### src/rtl/keypad_scanner_fifo_if.sv
// rtl/keypad_scanner_fifo_if.sv - key code stream handshake between scanner FIFO and consumer
//
// Ports / members:
//   key_code  : FIFO head code (row*COLS + col), driven by the scanner
//   key_valid : FIFO non-empty, driven by the scanner
//   key_ready : consumer accepts the head, driven by the consumer
// Modports: master (scanner side), slave (consumer side).
interface keypad_scanner_fifo_if #(
  parameter int KW = 4
) ();
  logic [KW-1:0] key_code;
  logic          key_valid;
  logic          key_ready;

  modport master (output key_code, output key_valid, input key_ready);
  modport slave  (input key_code, input key_valid, output key_ready);
endinterface

### src/rtl/keypad_scanner_fifo.sv
// rtl/keypad_scanner_fifo.sv - matrix keypad scanner with frame debounce, ghost rejection and FWFT key FIFO
//
// Ports:
//   clk, rst       : clock, asynchronous active-low reset
//   matricial_col  : column sense lines, active-low, asynchronous
//   matricial_lin  : row drive lines, active-low one-hot while scanning
//   key_if         : master side of the key code stream (key_code/key_valid/key_ready)
//   key_held       : debounced frame state is a single key
//   fifo_count     : FIFO occupancy
//   overflow       : one-cycle pulse when a key code is dropped on a full FIFO
module keypad_scanner_fifo #(
  parameter int ROWS           = 4,
  parameter int COLS           = 4,
  parameter int SCAN_CYCLES    = 1000,
  parameter int DEBOUNCE_SCANS = 4,
  parameter int REPEAT_SCANS   = 0,
  parameter int FIFO_DEPTH     = 4
) (
  input  logic                          clk,
  input  logic                          rst,
  input  logic [COLS-1:0]               matricial_col,
  output logic [ROWS-1:0]               matricial_lin,
  keypad_scanner_fifo_if.master         key_if,
  output logic                          key_held,
  output logic [$clog2(FIFO_DEPTH):0]   fifo_count,
  output logic                          overflow
);
  localparam int KW   = $clog2(ROWS*COLS);
  localparam int RW   = $clog2(ROWS);
  localparam int CW   = $clog2(SCAN_CYCLES);
  localparam int COLW = (COLS > 1) ? $clog2(COLS) : 1;
  localparam int AW   = $clog2(FIFO_DEPTH);
  localparam int DW   = $clog2(DEBOUNCE_SCANS+1);
  localparam int RPW  = (REPEAT_SCANS > 0) ? $clog2(REPEAT_SCANS+1) : 1;

  typedef enum logic [1:0] {K_NONE, K_SINGLE, K_MULTI} kind_t;

  // Column synchroniser
  logic [COLS-1:0] col_s1, col_s2;
  always_ff @(posedge clk or negedge rst) begin
    if (!rst) begin
      col_s1 <= '1;
      col_s2 <= '1;
    end else begin
      col_s1 <= matricial_col;
      col_s2 <= col_s1;
    end
  end

  // Row / cycle counters; the row drive is registered so it lags the counter by one clock,
  // which gives each row the full SCAN_CYCLES window and lets the synchroniser settle
  // before the sample on the last counter cycle.
  logic [RW-1:0] row;
  logic [CW-1:0] cyc;
  logic          sample;
  logic          last_row;

  assign sample   = (cyc == CW'(SCAN_CYCLES-1));
  assign last_row = (row == RW'(ROWS-1));

  always_ff @(posedge clk or negedge rst) begin
    if (!rst) begin
      row           <= '0;
      cyc           <= '0;
      matricial_lin <= '1;
    end else begin
      matricial_lin <= ~(ROWS'(1) << row);
      if (sample) begin
        cyc <= '0;
        row <= last_row ? '0 : row + RW'(1);
      end else begin
        cyc <= cyc + CW'(1);
      end
    end
  end

  // Per-row analysis: low-bit count saturating at 2 plus the column of the last low bit
  logic [1:0]      row_ones;
  logic [COLW-1:0] row_idx;
  always_comb begin
    row_ones = 2'd0;
    row_idx  = '0;
    for (int c = 0; c < COLS; c++) begin
      if (!col_s2[c]) begin
        if (row_ones != 2'd2) row_ones = row_ones + 2'd1;
        row_idx = COLW'(c);
      end
    end
  end

  // Frame accumulation across the sweep
  logic [1:0]    acc_ones, tot_ones;
  logic [2:0]    ones_sum;
  logic [KW-1:0] acc_code, cur_code;
  always_comb begin
    ones_sum = {1'b0, acc_ones} + {1'b0, row_ones};
    tot_ones = (ones_sum > 3'd2) ? 2'd2 : ones_sum[1:0];
    cur_code = (row_ones == 2'd1) ? KW'(int'(row) * COLS + int'(row_idx)) : acc_code;
  end

  kind_t         frame_kind;
  logic [KW-1:0] frame_code;
  logic          frame_done;

  always_ff @(posedge clk or negedge rst) begin
    if (!rst) begin
      acc_ones   <= '0;
      acc_code   <= '0;
      frame_kind <= K_NONE;
      frame_code <= '0;
      frame_done <= 1'b0;
    end else begin
      frame_done <= 1'b0;
      if (sample) begin
        if (last_row) begin
          frame_kind <= (tot_ones == 2'd0) ? K_NONE : (tot_ones == 2'd1) ? K_SINGLE : K_MULTI;
          frame_code <= cur_code;
          frame_done <= 1'b1;
          acc_ones   <= '0;
          acc_code   <= '0;
        end else begin
          acc_ones <= tot_ones;
          acc_code <= cur_code;
        end
      end
    end
  end

  // Debounce and event generation, one clock after the frame result registers
  kind_t          prev_kind, prev_kind_n, deb_kind, deb_kind_n;
  logic [KW-1:0]  prev_code, prev_code_n, deb_code, deb_code_n;
  logic [DW-1:0]  stable_cnt, stable_cnt_n;
  logic [RPW-1:0] rep_cnt, rep_cnt_n;
  logic           push, same, changed;

  always_ff @(posedge clk or negedge rst) begin
    if (!rst) begin
      prev_kind  <= K_NONE;
      prev_code  <= '0;
      deb_kind   <= K_NONE;
      deb_code   <= '0;
      stable_cnt <= '0;
      rep_cnt    <= '0;
    end else begin
      prev_kind  <= prev_kind_n;
      prev_code  <= prev_code_n;
      deb_kind   <= deb_kind_n;
      deb_code   <= deb_code_n;
      stable_cnt <= stable_cnt_n;
      rep_cnt    <= rep_cnt_n;
    end
  end

  always_comb begin
    prev_kind_n  = prev_kind;
    prev_code_n  = prev_code;
    deb_kind_n   = deb_kind;
    deb_code_n   = deb_code;
    stable_cnt_n = stable_cnt;
    rep_cnt_n    = rep_cnt;
    push         = 1'b0;
    same         = 1'b0;
    changed      = 1'b0;
    if (frame_done) begin
      // Codes only matter for SINGLE; NONE/MULTI frames compare on kind alone
      same = (frame_kind == prev_kind) && (frame_kind != K_SINGLE || frame_code == prev_code);
      if (!same)
        stable_cnt_n = DW'(1);
      else if (stable_cnt != DW'(DEBOUNCE_SCANS))
        stable_cnt_n = stable_cnt + DW'(1);
      prev_kind_n = frame_kind;
      prev_code_n = frame_code;
      if (stable_cnt_n == DW'(DEBOUNCE_SCANS)) begin
        deb_kind_n = frame_kind;
        deb_code_n = frame_code;
      end
      changed = (deb_kind_n != deb_kind) || (deb_kind_n == K_SINGLE && deb_code_n != deb_code);
      if (changed) begin
        rep_cnt_n = '0;
        push      = (deb_kind_n == K_SINGLE);
      end else if (REPEAT_SCANS > 0 && deb_kind == K_SINGLE) begin
        if (int'(rep_cnt) == REPEAT_SCANS - 1) begin
          rep_cnt_n = '0;
          push      = 1'b1;
        end else begin
          rep_cnt_n = rep_cnt + RPW'(1);
        end
      end
    end
  end

  assign key_held = (deb_kind == K_SINGLE);

  // First-word-fall-through FIFO
  logic [KW-1:0] mem [FIFO_DEPTH];
  logic [AW-1:0] wr_ptr, rd_ptr;
  logic          full, pop, do_push;

  assign full             = (fifo_count == (AW+1)'(FIFO_DEPTH));
  assign key_if.key_valid = (fifo_count != '0);
  assign key_if.key_code  = key_if.key_valid ? mem[rd_ptr] : '0;
  assign pop              = key_if.key_valid && key_if.key_ready;
  // A pop on the same edge frees the slot, so a full FIFO still accepts the push
  assign do_push          = push && (!full || pop);

  always_ff @(posedge clk or negedge rst) begin
    if (!rst) begin
      for (int i = 0; i < FIFO_DEPTH; i++) mem[i] <= '0;
      wr_ptr     <= '0;
      rd_ptr     <= '0;
      fifo_count <= '0;
      overflow   <= 1'b0;
    end else begin
      overflow <= push && full && !pop;
      if (do_push) begin
        mem[wr_ptr] <= deb_code_n;
        wr_ptr      <= wr_ptr + AW'(1);
      end
      if (pop) rd_ptr <= rd_ptr + AW'(1);
      case ({do_push, pop})
        2'b10:   fifo_count <= fifo_count + 1'b1;
        2'b01:   fifo_count <= fifo_count - 1'b1;
        default: fifo_count <= fifo_count;
      endcase
    end
  end
endmodule

### src/flat_wrapper.sv
// flat-port wrapper written by rule: the top's interface ports become plain ports
module keypad_scanner_fifo_flat 
#(
  parameter int ROWS           = 4,
  parameter int COLS           = 4,
  parameter int SCAN_CYCLES    = 1000,
  parameter int DEBOUNCE_SCANS = 4,
  parameter int REPEAT_SCANS   = 0,
  parameter int FIFO_DEPTH     = 4
)
  (clk, rst, matricial_col, matricial_lin, key_held, fifo_count, overflow, key_if_key_code, key_if_key_valid, key_if_key_ready);
  keypad_scanner_fifo_if #(.KW(4)) key_if_i ();
  input  logic clk;
  input  logic rst;
  input  logic [COLS-1:0] matricial_col;
  output logic [ROWS-1:0] matricial_lin;
  output logic key_held;
  output logic [$clog2(FIFO_DEPTH):0] fifo_count;
  output logic overflow;
  output wire logic [$bits(key_if_i.key_code)-1:0] key_if_key_code;
  output wire logic [$bits(key_if_i.key_valid)-1:0] key_if_key_valid;
  input wire logic [$bits(key_if_i.key_ready)-1:0] key_if_key_ready;
  assign key_if_key_code = key_if_i.key_code;
  assign key_if_key_valid = key_if_i.key_valid;
  assign key_if_i.key_ready = key_if_key_ready;
  keypad_scanner_fifo #(.ROWS(ROWS), .COLS(COLS), .SCAN_CYCLES(SCAN_CYCLES), .DEBOUNCE_SCANS(DEBOUNCE_SCANS), .REPEAT_SCANS(REPEAT_SCANS), .FIFO_DEPTH(FIFO_DEPTH)) u_core (.clk(clk), .rst(rst), .matricial_col(matricial_col), .matricial_lin(matricial_lin), .key_if(key_if_i), .key_held(key_held), .fifo_count(fifo_count), .overflow(overflow));
endmodule
### config.mk
export PLATFORM = sky130hd
export DESIGN_NAME = keypad_scanner_fifo_flat
export DESIGN_NICKNAME = d
export VERILOG_FILES = /design/src/rtl/keypad_scanner_fifo_if.sv /design/src/rtl/keypad_scanner_fifo.sv /design/src/flat_wrapper.sv
export SDC_FILE = /design/constraint.sdc
export NUM_CORES = 1
export LEC_CHECK = 0
export ABC_AREA = 1
export BUFFER_PORTS_ARGS = -buffer_cell sky130_fd_sc_hd__buf_2
export CORE_ASPECT_RATIO = 0.5
export CORE_MARGIN = 1
export CORE_UTILIZATION = 60
export CTS_BUF_LIST = sky130_fd_sc_hd__clkbuf_4 sky130_fd_sc_hd__clkbuf_8
export CTS_CLUSTER_DIAMETER = 100
export DETAILED_ROUTE_END_ITERATION = 10
export PLACE_DENSITY = 0.76
export SKIP_LAST_GASP = 1
export SLEW_MARGIN = 20
export SYNTH_ARGS = -nofsm -noshare
export SYNTH_HDL_FRONTEND = slang
export SYNTH_SLANG_ARGS = --single-unit
### constraint.sdc
create_clock -name clk -period 3.01 [get_ports clk]
set_input_delay 0.1505 -clock clk [delete_from_list [all_inputs] [get_ports clk]]
set_output_delay 0.1505 -clock clk [all_outputs]
set_load 0.02 [all_outputs]
==> flow_metrics.py, run 1 <==
metrics = {
    "clock_tree": {
        "clkTransAtPathRegs_ps": 80,
        "clock_latency_ps": 360,
        "cts_tree": "yes",
        "cts_sinks": 76,
        "cts_buffers": 9,
        "cts_root_buf": "clkbuf_8",
        "cts_buffer_depth": 2,
        "htree_levels": 3,
    },
    "global_route": {
        "grt_max_degree": 32,
        "grt_usage_pct": 25.18,
        "use_met1_pct": 29.44,
        "grt_pass1_wl_um": 12440,
        "busiest_layer": "met2",
        "use_met3_pct": 9.205,
        "grt_pass1_vias": 2811,
        "antenna_found_initial": 0,
        "globalRouteOverflowTotal": 0,
        "grt_util_met2_pct": 44.69,
    },
    "power_and_ir_drop": {
        "p_int_w": 0.001738,
        "ir_drop_v": 0.0003852,
        "cellPowerDensity_nw_per_um2": 574.2,
        "switching_share_pct": 29.51,
        "p_sw_w": 0.0007276,
        "power_leakage_nw": 2.116,
        "power_w": 0.002466,
        "combPwrFrac_pct": 18.2,
        "clkPwrFrac_pct": 36.0,
        "p_seq_share_pct": 45.8,
    },
    "cells_and_area": {
        "multi_input_area_um2": 1597,
        "layout.nets": 492,
        "utilization_pct": 74.64,
        "syn_to_final_growth_pct": 14.44,
        "regArea_um2": 1917,
        "fin_cells": 556,
        "antenna_cells": 0,
        "drive_gt1_share_pct": 18.22,
        "fill_cells": 412,
    },
    "routing": {
        "drt_wl_total_um": 7273,
        "drt_first_pass_iters": 4,
        "drt-initial-drc-count": 182,
        "wire_per_inst_um": 13.08,
        "vias": 2874,
        "post-route-drc-count": 0,
        "vias_per_cell": 5.169,
        "ant_nets": 0,
    },
    "synthesis": {
        "synthTopCellsByArea": "dfrtp_1 (43%), nand2_1 (9.6%), dfstp_2 (8.4%)",
        "syn_inst": 429,
        "ys_top_cells_by_count": "nand2_1 (96), dfrtp_1 (64), inv_1 (59)",
        "synth-seq-cells": 76,
        "synth_top_area_share_pct": 42.68,
        "synth_area_leader_cell": "dfrtp_1",
        "synthesis.nets": 454,
        "synth_area_um2": 3752,
        "async_flop_share_pct": 100.0,
        "synth.most_common_cell": "nand2_1",
        "yosys_warnings": 0,
        "syn_area_per_cell_um2": 8.747,
        "ys.flop_type": "dfrtp_1",
        "synth-edff-count": 0,
        "ys_seq_area_share_pct": 51.08,
        "ys_types": 34,
    },
    "job": {
        "maxCapViolCount": 0,
    },
    "timing": {
        "rsz0062_at_grt": "no",
        "skew_ps": 7.258,
        "min_period_ps": 2798,
        "finalSetupTns_ps": 0,
        "slew_violations": 0,
        "hold_violations": 0,
        "fin_crit_sh_pct": 92.97,
        "tightestPinTransition_ps": 469.5,
        "fmax_ghz": 0.3573,
        "setup-violations-final": 0,
        "slew-limit-headroom_pct": 68.70,
        "finalWorstSetupSlack_ps": 211.5,
    },
    "placed_design": {
        "dp_cells": 532,
        "io_buffers": 20,
        "dp_hpwl_um": 5220,
        "dp_slack_ps": 211.0,
        "gp_congestion": 0.8921,
    },
    "floorplan": {
        "initial_utilization_pct": 65.22,
        "fp.dieArea_um2": 6594,
        "core_area_um2": 5753,
        "ioPinCount": 21,
        "rows": 19,
        "die_y_um": 57.92,
        "die_w_um": 113.8,
    },
    "status": {
        "status": "complete, no violations",
    },
    "hold_path": {
        "holdCritPathClass": "input pin to flop",
        "worst_hold_path.num_cells": 4,
        "holdCritStartpoint": "key_if_key_ready",
        "min_to": "u_core.overflow$_DFF_PN0_",
    },
    "setup_path": {
        "worstPathRequired_ps": 3270,
        "path_class": "flop to flop",
        "reg2reg_slack_ps": 210,
        "critPathLaunchType": "flop",
        "end_kind": "flop",
        "r2r-start": "u_core.stable_cnt[0]$_DFFE_PN0P_",
        "r2r_cells": 23,
        "arrival_ps": 3060,
        "r2r-end": "u_core.fifo_count[2]$_DFFE_PN0P_",
        "crit_fanout": 5,
    },
}
==> stage by stage <==
stage                     area [µm²]  hold slack (ps)
after global placement          3968            126.1
after global routing            4294            203.8
final                           4294            196.6
after detailed placement        3968            131.9
after floorplan                 3752           -145.1
after CTS                       4253            176.0
==> layout by cell type (no fill, tap or decap), types with 7 or more instances in the layout <==
| cell | count |
|---|---|
| nand2_1 | 96 |
| xor2_1 | 7 |
| nand3_1 | 16 |
| a21oi_1 | 9 |
| inv_2 | 7 |
| ha_1 | 16 |
| inv_1 | 58 |
| clkbuf_8 | 11 |
| o21ai_0 | 43 |
| dfstp_2 | 12 |
| buf_2 | 20 |
| o21ai_1 | 19 |
| nor2_1 | 39 |
| dfrtp_1 | 64 |
==> layer usage <==
metal	part of all wire [%]	vias up
met4	1.3	0
met2	50	72
met3	5.0	10
met5	0	-
met1	43	1344
li1	-	1448
==> power by group through the flow <==
stage | Sequential (W) | Combinational (W) | Clock [W]
after CTS | 0.00113 | 0.000451 | 0.000912
after global routing | 0.00114 | 0.000514 | 0.000954
after floorplan | 0.00115 | 0.000296 | 0
after global placement | 0.00114 | 0.000424 | 0
final | 0.00113 | 0.000448 | 0.000888
after detailed placement | 0.00115 | 0.000446 | 0
==> final cells by class <==
class / instances / area share (%)
well taps: 84 / 2.448
flip-flops and latches: 76 / 44.64
inverters: 66 / 5.886
clock buffers: 11 / 3.526
clock inverters: 5 / 1.952
multi-input cells: 284 / 37.18
repair buffers: 30 / 4.371
==> repair_timing <==
action                     in CTS  in global routing
setup endpoints to repair       0                  1
hold buffers                    5                  0
setup buffers                   0                  1
hold endpoints to repair       24                  0
resized for setup               0                  4
==> how the worst max path moves through the flow <==
stage                                startpoint                          endpoint  slack [ps]  cells after the start
2_1_floorplan  u_core.stable_cnt[0]$_DFFE_PN0P_  u_core.fifo_count[2]$_DFFE_PN0P_         450                     21
3_3_place_gp   u_core.stable_cnt[0]$_DFFE_PN0P_  u_core.fifo_count[2]$_DFFE_PN0P_         370                     21
3_5_place_dp   u_core.stable_cnt[0]$_DFFE_PN0P_  u_core.fifo_count[2]$_DFFE_PN0P_         210                     21
4_1_cts        u_core.stable_cnt[0]$_DFFE_PN0P_  u_core.fifo_count[2]$_DFFE_PN0P_         190                     23
5_1_grt        u_core.stable_cnt[0]$_DFFE_PN0P_  u_core.fifo_count[2]$_DFFE_PN0P_           8                     23
6_report       u_core.stable_cnt[0]$_DFFE_PN0P_  u_core.fifo_count[2]$_DFFE_PN0P_         210                     23
==> critical path: stages, from the launching register on <==
cell     delay [ps]
dfrtp_1         430
inv_1            80
ha_1            160
nand2_2          80
xor2_1          170
nor2_2          240
inv_2           120
nor2_4          150
nand3_1          90
nand2_1          90
inv_1            40
nand2_1          70
nor2_2           50
nand2_4          80
nand2_2          60
nand2_2          80
inv_1            60
fa_2            340
inv_1            60
nand2_1          60
nand2_1          60
nand2_1          40
nand2_1          50
inv_1            30
==> cells by family after synthesis <==
| group | share of synthesized area [%] |
|---|---|
| compound gates | 11.30 |
| xor+xnor | 2.101 |
| fa+ha+maj | 6.402 |
| buf+inv | 7.269 |
| flops | 51.08 |
| mux | 0.2668 |
| simple gates | 21.57 |
==> sequential cells by signal, indices dropped and copies added (netlist names) <==
signal and cells:
u_core.row 2, u_core.acc_code 4, u_core.prev_code 4, u_core.col_s2 4
u_core.deb_kind 2, u_core.rd_ptr 2, u_core.prev_kind 2, u_core.mem 16
u_core.wr_ptr 2, u_core.stable_cnt 3, u_core.frame_code 4, u_core.overflow 1
u_core.acc_ones 2, u_core.frame_done 1, u_core.fifo_count 3, u_core.frame_kind 2
u_core.col_s1 4, u_core.matricial_lin 4, u_core.deb_code 4, u_core.cyc 10
Power figures use the tool's default switching activity.
==> inputs of run 2 (changes only) <==
- CORE_ASPECT_RATIO: 0.5 -> 1.25
==> run 2 against run 1 <==
Compared with the run above:
- setup slack got worse by 20 ps
- flip-flop and latch count did not move
- fmax fell by 0.72%
- sequential power barely moved
- critical path depth did not move
- core utilization fell by 2.1 points
- hold slack improved by 13 ps
- highest routed layer unchanged
==> flow_metrics.py, run 2 (synthesis gave the netlist of run 1 again) <==
metrics = {
    "status": {
        "status": "complete, no violations",
    },
    "setup_path": {
        "cp_slowest_stage_delay_ps": 390,
        "critPathTopFamily": "simple AND/OR/NAND/NOR gates",
        "path_class": "flop to flop",
        "crit_fanout": 5,
        "critPathBufInv": 5,
        "cp_cell_sequence": "inv_1, ha_1, nand2_2, xor2_1, nor2_2, inv_2, nor2_8, nand2_1, nand2_1, nand2_1, nand2_1, nor2_2, nand2_4, nand2_2, nand2_2, inv_1, fa_1, inv_1, nand2_1, nand2_1, nand2_1, nand2_1, inv_1",
        "crit_top_cell": "nand2_1",
        "end_kind": "flop",
        "worstPathRequired_ps": 3260,
        "critPathLaunchType": "flop",
        "arrival_ps": 3070,
        "slowest_stage": "dfrtp_1",
    },
    "hold_path": {
        "holdCritPathClass": "input pin to flop",
    },
    "floorplan": {
        "ioPinCount": 21,
        "die_w_um": 72.73,
        "fp.dieArea_um2": 6576,
        "initial_utilization_pct": 63.65,
        "core_area_um2": 5896,
        "rows": 31,
        "die_y_um": 90.42,
    },
    "routing": {
        "drt_wl_total_um": 6827,
        "drt_first_pass_iters": 5,
        "drt-initial-drc-count": 168,
        "vias": 2834,
        "wire_per_inst_um": 12.32,
        "vias_per_cell": 5.116,
        "post-route-drc-count": 0,
        "ant_nets": 0,
    },
    "timing": {
        "finalWorstSetupSlack_ps": 191.2,
        "setup-violations-final": 0,
        "slew-limit-headroom_pct": 39.11,
        "hold_violations": 0,
        "holdWs_ps": 209.4,
        "min_period_ps": 2819,
        "fmax_ghz": 0.3548,
        "tightestPinTransition_ps": 913.4,
        "skew_ps": 7.445,
        "fin_crit_sh_pct": 93.65,
        "slew_violations": 0,
    },
    "cells_and_area": {
        "mostFrequentLayoutCell": "nand2_1",
        "syn_to_final_growth_pct": 14.00,
        "reg_top3": "u_core.mem x16, u_core.cyc x10",
        "fill_cells": 453,
        "drive_gt1_share_pct": 17.58,
        "regArea_um2": 1917,
        "largest_reg_flops": 16,
        "multi_input_area_um2": 1590,
        "layout_common_cells": "nand2_1 (96), dfrtp_1 (64), inv_1 (59), o21ai_0 (43), nor2_1 (39)",
        "largest-register": "u_core.mem",
        "layout.nets": 492,
        "antenna_cells": 0,
    },
    "placed_design": {
        "dp_hpwl_um": 4684,
        "dp_slack_ps": 197.4,
        "io_buffers": 20,
        "gp_congestion": 0.7805,
    },
    "global_route": {
        "grt_usage_pct": 23.05,
        "grt_pass1_vias": 2686,
        "grt_pass1_wl_um": 11430,
        "antenna_found_initial": 0,
        "grt_max_degree": 77,
        "globalRouteOverflowTotal": 0,
    },
    "power_and_ir_drop": {
        "power_leakage_nw": 2.110,
        "power_w": 0.002438,
        "ir_drop_v": 0.0004321,
        "cellPowerDensity_nw_per_um2": 569.9,
    },
    "clock_tree": {
        "clock_latency_ps": 350,
        "htree_levels": 3,
        "cts_root_buf": "clkbuf_8",
        "cts_tree": "yes",
        "cts_sinks": 76,
        "clkTransAtPathRegs_ps": 80,
        "cts_buffers": 9,
        "cts_buffer_depth": 2,
    },
    "job": {
        "maxCapViolCount": 0,
    },
}
run 2: metal layers:
metal | share of wire (%) | GRT usage (%) | wire, µm | up-vias
li1 | - | - | - | 1439
met1 | 43 | 25.57 | 2922 | 1331
met2 | 52 | 40.58 | 3542 | 53
met3 | 3.4 | 6.696 | 231 | 11
met4 | 1.9 | 9.150 | 131 | 0
met5 | 0 | 0 | 0 | -
run 2: through the flow:
stage / area, µm² / utilization, % / instances / setup TNS, ps
floorplan: 3752 / - / 429 / 0
global placement: 3953 / 67.04 / 528 / 0
detailed placement: 3953 / 67.04 / 528 / 0
CTS: 4228 / 71.71 / 549 / 0
global route: 4278 / 72.56 / 554 / -25.47
finish: 4278 / 72.56 / 554 / 0
run 2: tightest hold or removal path, stage by stage:
cell     delay (ps)
buf_2            80
inv_1            40
nand3_1         180
nor2_1           80
run 2: path summary, 6_finish.rpt:
kind                                               endpoint  cells past startpoint  slack, ps                              from
max in group asynchronous        u_core.mem[10]$_DFFE_PN0P_                      2       1940                               rst
min                               u_core.overflow$_DFF_PN0_                      4        210                  key_if_key_ready
max reg2reg                u_core.fifo_count[2]$_DFFE_PN0P_                     23        190  u_core.stable_cnt[1]$_DFFE_PN0P_
min reg2reg                      u_core.col_s2[1]$_DFF_PN1_                      0        360        u_core.col_s1[1]$_DFF_PN1_
max                        u_core.fifo_count[2]$_DFFE_PN0P_                     23        190  u_core.stable_cnt[1]$_DFFE_PN0P_
min in group asynchronous  u_core.stable_cnt[2]$_DFFE_PN0P_                      2        470                               rst
run 2: power by group:
part | total [W] | internal (W) | leakage (nW) | switching (W)
clock network | 0.000862 | 0.000487 | 0.105 | 0.000375
logic | 0.000442 | 0.000154 | 1.02 | 0.000288
registers | 0.00113 | 0.00107 | 0.984 | 0.0000669
total | 0.00244 | 0.00171 | 2.11 | 0.000730
run 2: timing repair:
action,4_1_cts,5_1_grt
resized for setup,0,1
setup buffers,0,3
setup endpoints to repair,0,1
hold endpoints to repair,68,0
hold buffers,5,0
run 2: final cells by class:
cell class	count	area share [%]
well taps	82	2.398
repair buffers	30	4.446
clock buffers	10	3.217
multi-input cells	284	37.17
flip-flops and latches	76	44.81
clock inverters	6	2.047
inverters	66	5.908
